[src/rtl/cnt_mod_n_if.sv]
// cnt_mod_n_if: control, load data and count outputs of one modulo-N counter stage.
// The master drives the controls; the counter stage is the slave.
interface cnt_mod_n_if #(
   parameter int WIDTH = 16
);
   logic             en;
   logic             load;
   logic             dir;
   logic [WIDTH-1:0] data;
   logic [WIDTH-1:0] dout;
   logic             cout;
   logic             lderr;

   modport master (
      output en, load, dir, data,
      input  dout, cout, lderr
   );

   modport slave (
      input  en, load, dir, data,
      output dout, cout, lderr
   );
endinterface

[src/rtl/cnt_mod_n.sv]
// cnt_mod_n: modulo-MOD loadable up/down counter with cascade carry/borrow and load range check.
// Define CNT_MOD_N_BCD_EN to count in packed BCD (WIDTH/4 decimal digits) instead of binary.
module cnt_mod_n #(
   parameter int     WIDTH = 16,
   parameter longint MOD   = 57
) (
   input logic        clk,
   input logic        rst,
   cnt_mod_n_if.slave bus
);

   logic [WIDTH-1:0] cnt;
   logic [WIDTH-1:0] inc;
   logic [WIDTH-1:0] dec;
   logic             lderr_q;
   logic             digit_err;
   logic             load_bad;
   logic             at_term;

`ifdef CNT_MOD_N_BCD_EN
   localparam int DIGITS = WIDTH / 4;

   function automatic logic [WIDTH-1:0] to_bcd(input longint v);
      logic [WIDTH-1:0] r;
      longint           rem;
      r   = '0;
      rem = v;
      for (int i = 0; i < DIGITS; i++) begin
         r[4*i +: 4] = 4'(rem % 10);
         rem         = rem / 10;
      end
      return r;
   endfunction

   // Decimal ripple: a digit passes the carry/borrow on only when it wraps 9->0 or 0->9.
   function automatic logic [WIDTH-1:0] bcd_step(input logic [WIDTH-1:0] v, input logic up);
      logic [WIDTH-1:0] r;
      logic             carry;
      r     = v;
      carry = 1'b1;
      for (int i = 0; i < DIGITS; i++) begin
         if (carry) begin
            if (up) begin
               if (r[4*i +: 4] == 4'd9) r[4*i +: 4] = 4'd0;
               else begin
                  r[4*i +: 4] = r[4*i +: 4] + 4'd1;
                  carry       = 1'b0;
               end
            end else begin
               if (r[4*i +: 4] == 4'd0) r[4*i +: 4] = 4'd9;
               else begin
                  r[4*i +: 4] = r[4*i +: 4] - 4'd1;
                  carry       = 1'b0;
               end
            end
         end
      end
      return r;
   endfunction

   function automatic logic bad_digit(input logic [WIDTH-1:0] v);
      logic bad;
      bad = 1'b0;
      for (int i = 0; i < DIGITS; i++) begin
         if (v[4*i +: 4] > 4'd9) bad = 1'b1;
      end
      return bad;
   endfunction

   localparam logic [WIDTH-1:0] MAX = to_bcd(MOD - 1);

   assign inc       = bcd_step(cnt, 1'b1);
   assign dec       = bcd_step(cnt, 1'b0);
   assign digit_err = bad_digit(bus.data);
`else
   localparam logic [WIDTH-1:0] MAX = WIDTH'(MOD - 1);

   assign inc       = cnt + WIDTH'(1);
   assign dec       = cnt - WIDTH'(1);
   assign digit_err = 1'b0;
`endif

   // With valid digits, "data >= MOD" is the same as an unsigned "data > MAX" in both encodings.
   assign load_bad = digit_err || (bus.data > MAX);
   assign at_term  = bus.dir ? (cnt == MAX) : (cnt == '0);

   assign bus.cout  = rst & bus.en & bus.load & at_term;
   assign bus.dout  = cnt;
   assign bus.lderr = lderr_q;

   // NOTE: non-blocking assignments for all state so every register samples pre-edge values;
   // the async reset sits in the sensitivity list so dout clears without waiting for clk.
   always_ff @(posedge clk or negedge rst) begin
      if (!rst) begin
         cnt     <= '0;
         lderr_q <= 1'b0;
      end else if (!bus.load) begin
         cnt     <= load_bad ? MAX : bus.data;
         lderr_q <= load_bad;
      end else begin
         lderr_q <= 1'b0;
         if (bus.en) begin
            if (bus.dir) cnt <= at_term ? '0  : inc;
            else         cnt <= at_term ? MAX : dec;
         end
      end
   end

endmodule

[src/flat_wrapper.sv]
// flat-port wrapper written by rule: the top's interface ports become plain ports
module cnt_mod_n_flat 
#(
   parameter int     WIDTH = 16,
   parameter longint MOD   = 57
)
  (clk, rst, bus_en, bus_load, bus_dir, bus_data, bus_dout, bus_cout, bus_lderr);
  cnt_mod_n_if #(.WIDTH(WIDTH)) bus_i ();
  input logic clk;
  input logic rst;
  input wire logic [$bits(bus_i.en)-1:0] bus_en;
  input wire logic [$bits(bus_i.load)-1:0] bus_load;
  input wire logic [$bits(bus_i.dir)-1:0] bus_dir;
  input wire logic [$bits(bus_i.data)-1:0] bus_data;
  output wire logic [$bits(bus_i.dout)-1:0] bus_dout;
  output wire logic [$bits(bus_i.cout)-1:0] bus_cout;
  output wire logic [$bits(bus_i.lderr)-1:0] bus_lderr;
  assign bus_i.en = bus_en;
  assign bus_i.load = bus_load;
  assign bus_i.dir = bus_dir;
  assign bus_i.data = bus_data;
  assign bus_dout = bus_i.dout;
  assign bus_cout = bus_i.cout;
  assign bus_lderr = bus_i.lderr;
  cnt_mod_n #(.WIDTH(WIDTH), .MOD(MOD)) u_core (.clk(clk), .rst(rst), .bus(bus_i));
endmodule
[config.mk]
export PLATFORM = sky130hd
export DESIGN_NAME = cnt_mod_n_flat
export DESIGN_NICKNAME = d
export VERILOG_FILES = /design/src/rtl/cnt_mod_n_if.sv /design/src/rtl/cnt_mod_n.sv /design/src/flat_wrapper.sv
export SDC_FILE = /design/constraint.sdc
export NUM_CORES = 1
export LEC_CHECK = 0
export BUFFER_PORTS_ARGS = -buffer_cell sky130_fd_sc_hd__buf_2
export CORE_AREA = 3 3 78 87
export CTS_BUF_LIST = sky130_fd_sc_hd__clkbuf_16
export CTS_CLUSTER_SIZE = 24
export DETAILED_ROUTE_END_ITERATION = 12
export DIE_AREA = 0 0 81 90
export PLACE_DENSITY = 0.41
export SETUP_SLACK_MARGIN = 0.5
export SLEW_MARGIN = 30
export SYNTH_ARGS = -nofsm -noshare
export SYNTH_HDL_FRONTEND = slang
export SYNTH_SLANG_ARGS = --single-unit
[constraint.sdc]
create_clock -name clk -period 2.45 [get_ports clk]
set_input_delay 0.49 -clock clk [delete_from_list [all_inputs] [get_ports clk]]
set_output_delay 0.49 -clock clk [all_outputs]
set_load 0.03 [all_outputs]
==> results of run 1 <==
metrics by stage:
stage               utilization [%]  setup slack (ps)  std cells
floorplan                         -               206        184
global placement               30.9               185        301
detailed placement             30.9               161        301
CTS                            34.0               184        312
global route                   35.9               102        316
finish                         35.9               181        316
power by group:
| part | switching (mW) | total (mW) | internal, mW |
|---|---|---|---|
| Sequential | 0.0279 | 0.328 | 0.301 |
| Combinational | 0.216 | 0.372 | 0.156 |
| Clock | 0.125 | 0.344 | 0.219 |
| Total | 0.369 | 1.04 | 0.676 |
sequential cells by signal, indices dropped and copies added, names as in the netlist:
name	flops
u_core.bus.lderr	1
u_core.bus.dout	16
cell usage in the layout, fill, tap and decap left out, drive strengths merged, types with 8 or more instances in the layout:
master	count
dfrtp	17
nor2	18
o21ai	10
a21oi	14
nor3	11
nand3	12
inv	11
nor4	8
buf	60
Yosys cell counts (all sizes together), types with 7 or more instances:
library cell / count
a21oi: 14
clkbuf: 7
dfrtp: 17
inv: 11
nand3: 12
nor2: 18
nor3: 11
nor4: 8
o21ai: 10
worst max-delay path: stages (launching register included):
cell and delay (ps):
dfrtp_2 420, or4_4 560, a211oi_4 210, nand2_2 110, nor2_4 100, buf_6 130
how the worst max path moves through the flow:
stage                     slack [ps]       end
after CTS                        180  bus_cout
after global placement           180  bus_cout
after floorplan                  210  bus_cout
after global routing             100  bus_cout
final                            180  bus_cout
after detailed placement         160  bus_cout
routing by layer:
layer,vias to the layer above,global-route usage [%]
li1,809,-
met1,771,19.3
met2,28,21.4
met3,6,1.80
met4,0,5.35
met5,-,0
repair_timing:
| action | in CTS | in global routing |
|---|---|---|
| pin swaps | 5 | 3 |
| buffers inserted | 7 | 4 |
| hold endpoints to repair | 0 | 0 |
| endpoints found under the setup margin | 14 | 17 |
| resized for setup | 11 | 16 |
layout make-up:
class / count / area, sq um
Fill cell: 648 / 3770
Multi-Input combinational cell: 147 / 1080
Sequential cell: 17 / 434
Timing Repair Buffer: 60 / 373
Tap cell: 77 / 96.3
Clock buffer: 3 / 75.1
Inverter: 11 / 41.3
Clock inverter: 1 / 5.00
logic make-up after synthesis:
group | Yosys count
XOR/XNOR | 7
multiplexers | 4
AO/OA/AOI/OAI | 53
flip-flops | 17
buffers and inverters | 20
AND/OR/NAND/NOR | 80
adder cells (fa/ha/maj) | 3
==> impl_metrics.toml, run 1 <==
[clocking]
clockBufferDepth = 2
clkTransAtPathRegs_ps = 60
h-tree-depth = 1
cts_tree = "built"
cts-root-buf = "clkbuf_16"
clk_latency_ps = 250
cts.sinks = 17
cts_buffers = 3
cts-hold-fix-buffers = 0

[power]
leakage_nw = 0.903
power.density_mw_per_mm2 = 495
fin_total_pwr_mw = 1.04
power.ir.vdd_worst_mv = 0.218

[die]
die-area_sq_mm = 0.00729
die_x_microns = 81
io_pins = 39
core_sq_mm = 0.00588
die_h_microns = 90
core.rowCount = 29
start_util_pct = 25.0

[logic_synthesis]
yosys.area.top_type = "dfrtp_1"
ys_seq_area_share_pct = 29.0
yosys.area_share.simple_pct = 31.5
asyncSetResetFlopFracSynth_pct = 100
synthTopCellsByArea = "dfrtp_1, nor2_1, a21oi_1, nand3_1, nor3_1"
synth.avg_cell_area_sq_um = 7.98
synth_xor_area_share_pct = 4.17
synth_edf_count = 0
syn_nets = 208
synth_top_family_by_area = "simple AND/OR/NAND/NOR gates"
synth_cells = 184
synth.area.mux_share_pct = 2.81
synth_fa_ha_area_share_pct = 2.56
ys_ff_latch = 17
syn_area_sq_mm = 0.00147
ys_types = 48
yosysTopAreaCellShare_pct = 29.0
ys.flop_type = "dfrtp_1"
synth_compound_area_share_pct = 24.3
yosys_warnings = 0

[timing]
period_share_pct = 92.6
hold_viol = 0
rsz0062_at_grt = "true"
worst_slew_margin_rel_pct = 55.9
tns_ps = 0
fmax_mhz = 441
finalCriticalPeriod_ps = 2270
setup_violations = 0
worst_pin_slew_ps = 661
whs_ps = 203
fin_skew_ps = 4.30
slew_viol_final = 0

[detailed_routing]
wl_per_cell_microns = 15.4
drt_wl_total_microns = 4870
drt-pass1-iter-count = 4
vias_per_cell = 5.11
drtIter0Drc = 49
ant_nets = 0
met1_length_microns = 2290
vias = 1614
dr.max_layer_used = "met4"
wl_met2_microns = 2320
dr_wl_met3_microns = 156
drc = 0

[worst_setup_path]
path_class = "reg -> out"
cp.arrival_ps = 1780
startpoint = "u_core.bus.dout[10]"
r2r-start = "u_core.bus.dout[10]"
r2r_cells = 8
critPathRequiredTime_ps = 1960
cp-start-kind = "register"
critPathMaxFanout = 4
r2r_end = "u_core.bus.dout[7]"
reg2reg_slack_ps = 210
cp-end-kind = "output port"

[grt]
grt_pass1_vias = 1542
gr-total-overflow = 0
track_usage_pct = 13.9
antenna_found_initial = 0
grt_max_degree = 18
grt_pass1_wl_microns = 7960

[run_status]
status = "complete, no violations"

[final_layout]
drive_gt1_share_pct = 41.4
diodes = 0
fin_area_sq_mm = 0.00211
syn2layout_area_growth_pct = 43.5
fin_nets = 264

[placement]
place.port_buffers = 38
place_congestion = 0.765
placed_area_sq_mm = 0.00182
post-dp-hpwl_microns = 3680

[min_path]
hold_class = "in -> async"

[job]
drv_cap = 0
Note: power is estimated with default switching activity, not from simulation.
==> inputs of run 2 (changes only) <==
--- a/config.mk
+++ b/config.mk
@@ -11,8 +11,11 @@
 export CTS_CLUSTER_SIZE = 24
 export DETAILED_ROUTE_END_ITERATION = 12
 export DIE_AREA = 0 0 81 90
+export MAX_ROUTING_LAYER = met4
 export PLACE_DENSITY = 0.41
+export RECOVER_POWER = 25
 export SETUP_SLACK_MARGIN = 0.5
+export SKIP_CTS_REPAIR_TIMING = 1
 export SLEW_MARGIN = 30
 export SYNTH_ARGS = -nofsm -noshare
 export SYNTH_HDL_FRONTEND = slang
==> run 2 against run 1 <==
Net effect: die area unchanged; global-route usage is essentially flat; register-to-register slack better by 150 ps; clock skew is 1.9 ps lower; flip-flop and latch count unchanged; cell count rose by 0.32%; sequential share of layout area up 0.061 points; critical path depth stayed put; total power rose by 2.5%; critical path type unchanged; largest cell class unchanged; largest power group unchanged; highest routed layer unchanged.
==> impl_metrics.toml, run 2 (synthesized netlist as in run 1, its figures left out) <==
[final_layout]
final_core_util_pct = 35.8
layout_common_cells = "buf_2, buf_4, nor2_1, nand3_1"
syn2layout_area_growth_pct = 43.1
fill_cells = 656
drive_gt1_share_pct = 40.8
largest_reg_flops = 16
diodes = 0
layout_commonest_cell = "buf_2"
fin_nets = 265

[timing]
fmax_mhz = 426
worst_slew_margin_rel_pct = 33.5
slew_viol_final = 0
whs_ps = 494
hold_viol = 0
setup_violations = 0
fin_skew_ps = 2.45
period_share_pct = 95.8
finalCriticalPeriod_ps = 2350
rsz0062_at_grt = "true"
worst_pin_slew_ps = 998

[min_path]
worstHoldStart = "bus_data[5]"
hold_class = "in -> reg"

[power]
swShare_pct = 35.8
power.share.clock_pct = 32.0
p_int_mw = 0.687
power.ir.vdd_worst_mv = 0.234
leakage_nw = 0.885
p_switching_mw = 0.383
power.density_mw_per_mm2 = 509
pwr-share-seq_pct = 31.4
power_frac_comb_pct = 36.5

[worst_setup_path]
crit_path_max_incr_delay_ps = 570
slowest_stage = "or4_4"
r2r-start = "u_core.bus.dout[10]"
cp.arrival_ps = 1860
cp-start-kind = "register"
critPathMaxFanout = 7
path_class = "reg -> out"
crit_family = "simple AND/OR/NAND/NOR gates"
cp-end-kind = "output port"
crit_buf_inv = 1
critPathRequiredTime_ps = 1960
crit_chain = "or4_4, a211oi_4, nand2_2, nor2_4, buf_6"
startpoint = "u_core.bus.dout[10]"

[detailed_routing]
ant_nets = 0
drt_wl_total_microns = 4930
vias = 1619
drc = 0
drtIter0Drc = 63
wl_per_cell_microns = 15.5
drt-pass1-iter-count = 4
vias_per_cell = 5.11

[placement]
post-dp-hpwl_microns = 3680
place_congestion = 0.775
place.port_buffers = 38

[clocking]
h-tree-depth = 1
clk_latency_ps = 250
cts.sinks = 17
cts_buffers = 3
clockBufferDepth = 2
cts_tree = "built"
cts-root-buf = "clkbuf_16"
clkTransAtPathRegs_ps = 60

[die]
io_pins = 39
die_x_microns = 81
core.rowCount = 29
core_sq_mm = 0.00588
die_h_microns = 90
die-area_sq_mm = 0.00729
start_util_pct = 25.0

[grt]
grt_max_degree = 18
gr-total-overflow = 0
grt_pass1_wl_microns = 7790
antenna_found_initial = 0
grt_pass1_vias = 1498
use_met3_pct = 1.40
busiest_layer = "met2"
use_met1_pct = 19.6
use_met2_pct = 21.0
track_usage_pct = 13.9

[run_status]
status = "complete, no violations"

[job]
drv_cap = 0
[run 2: final timing paths]
check                      depth (start not counted)                   to  slack (ps)
setup / recovery                                   5             bus_cout         100
hold / removal                                     3   u_core.bus.dout[5]         490
setup reg to reg                                   7   u_core.bus.dout[7]         360
hold reg to reg                                    2  u_core.bus.dout[15]         580
max in group asynchronous                          2   u_core.bus.dout[2]        1270
min in group asynchronous                          2     u_core.bus.lderr         510
[run 2: area by class of cell]
cell class	instances	area, sq um	area share [%]
inverters	11	41.3	1.96
clock inverters	1	5.00	0.238
flip-flops and latches	17	434	20.7
clock buffers	3	75.1	3.57
repair buffers	60	364	17.3
multi-input cells	148	1090	51.7
well taps	77	96.3	4.58
[run 2: worst reg2reg max path, stage by stage, from the launching register on]
cell and delay, ps:
dfrtp_2 450, or4_4 580, a211oi_4 200, buf_4 150, buf_6 110, a21oi_4 90, a21o_1 200, a22o_1 190
[run 2: power by group through the flow]
stage	logic (mW)	clock network [mW]	registers, mW
2_1_floorplan	0.189	0	0.364
3_3_place_gp	0.311	0	0.344
3_5_place_dp	0.305	0	0.343
4_1_cts	0.306	0.353	0.338
5_1_grt	0.427	0.369	0.341
6_report	0.391	0.343	0.336
[run 2: metal layers]
metal	vias to the layer above	routed length, microns	share of wire [%]
met5	-	0	0
met4	0	46	0.93
met3	4	145	2.9
met2	24	2430	49
met1	780	2310	47
li1	811	-	-
[run 2: stage by stage]
step           total power, mW  setup WS (ps)  setup TNS (ps)  std cells  area, sq um
2_1_floorplan            0.552            206               0        184         1500
3_3_place_gp             0.655            185               0        301         1820
3_5_place_dp             0.648            161               0        301         1820
4_1_cts                  0.997          -11.0           -11.0        305         1900
5_1_grt                   1.14           10.7               0        317         2100
6_report                  1.07            102               0        317         2100
==> inputs of run 3 (changes only) <==
--- a/config.mk
+++ b/config.mk
@@ -5,14 +5,15 @@
 export SDC_FILE = /design/constraint.sdc
 export NUM_CORES = 1
 export LEC_CHECK = 0
+export ABC_AREA = 1
 export BUFFER_PORTS_ARGS = -buffer_cell sky130_fd_sc_hd__buf_2
-export CORE_AREA = 3 3 78 87
+export CORE_AREA = 3 3 90 92
 export CTS_BUF_LIST = sky130_fd_sc_hd__clkbuf_16
 export CTS_CLUSTER_SIZE = 24
 export DETAILED_ROUTE_END_ITERATION = 12
-export DIE_AREA = 0 0 81 90
+export DIE_AREA = 0 0 93 95
 export MAX_ROUTING_LAYER = met4
-export PLACE_DENSITY = 0.41
+export PLACE_DENSITY = 0.4
 export RECOVER_POWER = 25
 export SETUP_SLACK_MARGIN = 0.5
 export SKIP_CTS_REPAIR_TIMING = 1
==> run 3 against run 2 <==
Net effect: sequential power rose by 8.6%; area after synthesis is 24% higher; via count grew 25%; design area rose by 9.3%; worst hold slack better by 44 ps; sequential share of layout area shrank 2.0 points; total power is 15% higher; critical endpoint unchanged; largest power group unchanged.
==> impl_metrics.toml, run 3 <==
[power]
leakage_nw = 1.18
fin_total_pwr_mw = 1.23
power.ir.vdd_worst_mv = 0.205
power.density_mw_per_mm2 = 535

[worst_setup_path]
path_class = "reg -> out"
cp-end-kind = "output port"
cp-start-kind = "register"
cp.arrival_ps = 1680
critPathRequiredTime_ps = 1960
r2r-start = "u_core.bus.dout[0]"
startpoint = "u_core.bus.dout[0]"
critPathMaxFanout = 7

[die]
start_util_pct = 24.9
core_sq_mm = 0.00729
die_x_microns = 93
die-area_sq_mm = 0.00884
io_pins = 39
core.rowCount = 31
die_h_microns = 95

[grt]
antenna_found_initial = 0
grt_pass1_vias = 1941
gr-total-overflow = 0
grt_max_degree = 19
grt_pass1_wl_microns = 9900
track_usage_pct = 14.5

[final_layout]
fill_cells = 868
fin_cells = 453
fin_nets = 379
largest_reg_flops = 16
layout_commonest_cell = "nand2_1"
drive_gt1_share_pct = 24.3
syn2layout_area_growth_pct = 26.5
layout_common_cells = "nand2_1, nor2_1, buf_2, nand3_1, inv_1"
final_core_util_pct = 31.5
diodes = 0

[timing]
setup_violations = 0
hold_viol = 0
tns_ps = 0
finalCriticalPeriod_ps = 2170
worst_slew_margin_rel_pct = 30.2
fin_skew_ps = 3.23
whs_ps = 539
rsz0062_at_grt = "true"
slew_viol_final = 0
period_share_pct = 88.6
fmax_mhz = 461
worst_pin_slew_ps = 1050

[clocking]
clkTransAtPathRegs_ps = 60
cts_buffers = 3
cts_tree = "built"
cts-root-buf = "clkbuf_16"
h-tree-depth = 1
clockBufferDepth = 2
clk_latency_ps = 260
cts.sinks = 17

[detailed_routing]
drt-pass1-iter-count = 4
vias = 2022
vias_per_cell = 4.46
drt_wl_total_microns = 5860
drc = 0
ant_nets = 0
drtIter0Drc = 123
wl_per_cell_microns = 12.9

[logic_synthesis]
synth_cells = 305
ys.flop_type = "dfrtp_1"
yosys_warnings = 0
yosysTopAreaCellShare_pct = 23.4
synth_edf_count = 0
asyncSetResetFlopFracSynth_pct = 100
ys_seq_area_share_pct = 23.4
syn_nets = 329
yosys.area.top_type = "dfrtp_1"
synth.avg_cell_area_sq_um = 5.95
ys_ff_latch = 17
syn_area_sq_mm = 0.00182
synthTopCellsByCount = "nand2_1, nor2_1, nand3_1"
yosysMostFrequentCell = "nand2_1"
ys_types = 27
synthTopCellsByArea = "dfrtp_1, nand2_1, nand3_1, nor2_1, inv_1"

[min_path]
hold_class = "in -> reg"
worstHoldStart = "bus_en"

[job]
drv_cap = 0

[placement]
place_congestion = 0.821
place.port_buffers = 38
post-dp-hpwl_microns = 4530
dp.cells = 441

[run_status]
status = "complete, no violations"
## run 3: where the power goes
part | internal, mW | switching, mW
sequential | 0.311 | 0.0543
clock | 0.218 | 0.131
combinational | 0.187 | 0.327
total | 0.716 | 0.512
## run 3: logic make-up after synthesis
group	after synthesis	synth area share, %
compound gates	22	6.62
xor+xnor	7	3.38
fa+ha+maj	3	2.07
simple gates	211	53.3
buf+inv	45	11.2
flops	17	23.4
## run 3: per-layer routing
metal / wire, microns / vias to the layer above / GRT usage, %
met5: 0 / - / -
met4: 62 / 0 / 3.30
met3: 206 / 6 / 1.43
met2: 2630 / 42 / 22.6
met1: 2960 / 907 / 20.4
li1: - / 1067 / -
## run 3: cell type report
type | instances | area [sq um] | area share [%]
clock inverters | 1 | 3.75 | 0.163
multi-input cells | 243 | 1220 | 53.0
repair buffers | 54 | 312 | 13.6
clock buffers | 3 | 75.1 | 3.27
inverters | 36 | 138 | 5.99
flip-flops and latches | 17 | 428 | 18.6
well taps | 99 | 124 | 5.39
## run 3: final timing paths
path                            cells past startpoint  slack [ps]                  end
min in group asynchronous                           2         570   u_core.bus.dout[8]
worst min register to register                      2         570   u_core.bus.dout[0]
worst min-delay path                                3         540   u_core.bus.dout[4]
max in group asynchronous                           2        1180   u_core.bus.dout[1]
worst max-delay path                                9         280             bus_cout
worst max register to register                     13         650  u_core.bus.dout[11]
## run 3: stage by stage
stage | area [sq um] | worst slack (ps)
after floorplan | 1840 | 420
after global placement | 2150 | 405
after detailed placement | 2150 | 382
after CTS | 2230 | 102
after global routing | 2300 | 201
final | 2300 | 279
## run 3: critical path: stages, from the launching register on
cell and delay, ps:
dfrtp_2 450, inv_2 100, ha_4 120, inv_2 30, nor2_4 70, nand3_2 80, nor2_4 130, nand3_4 90
nor3b_4 180, buf_6 150
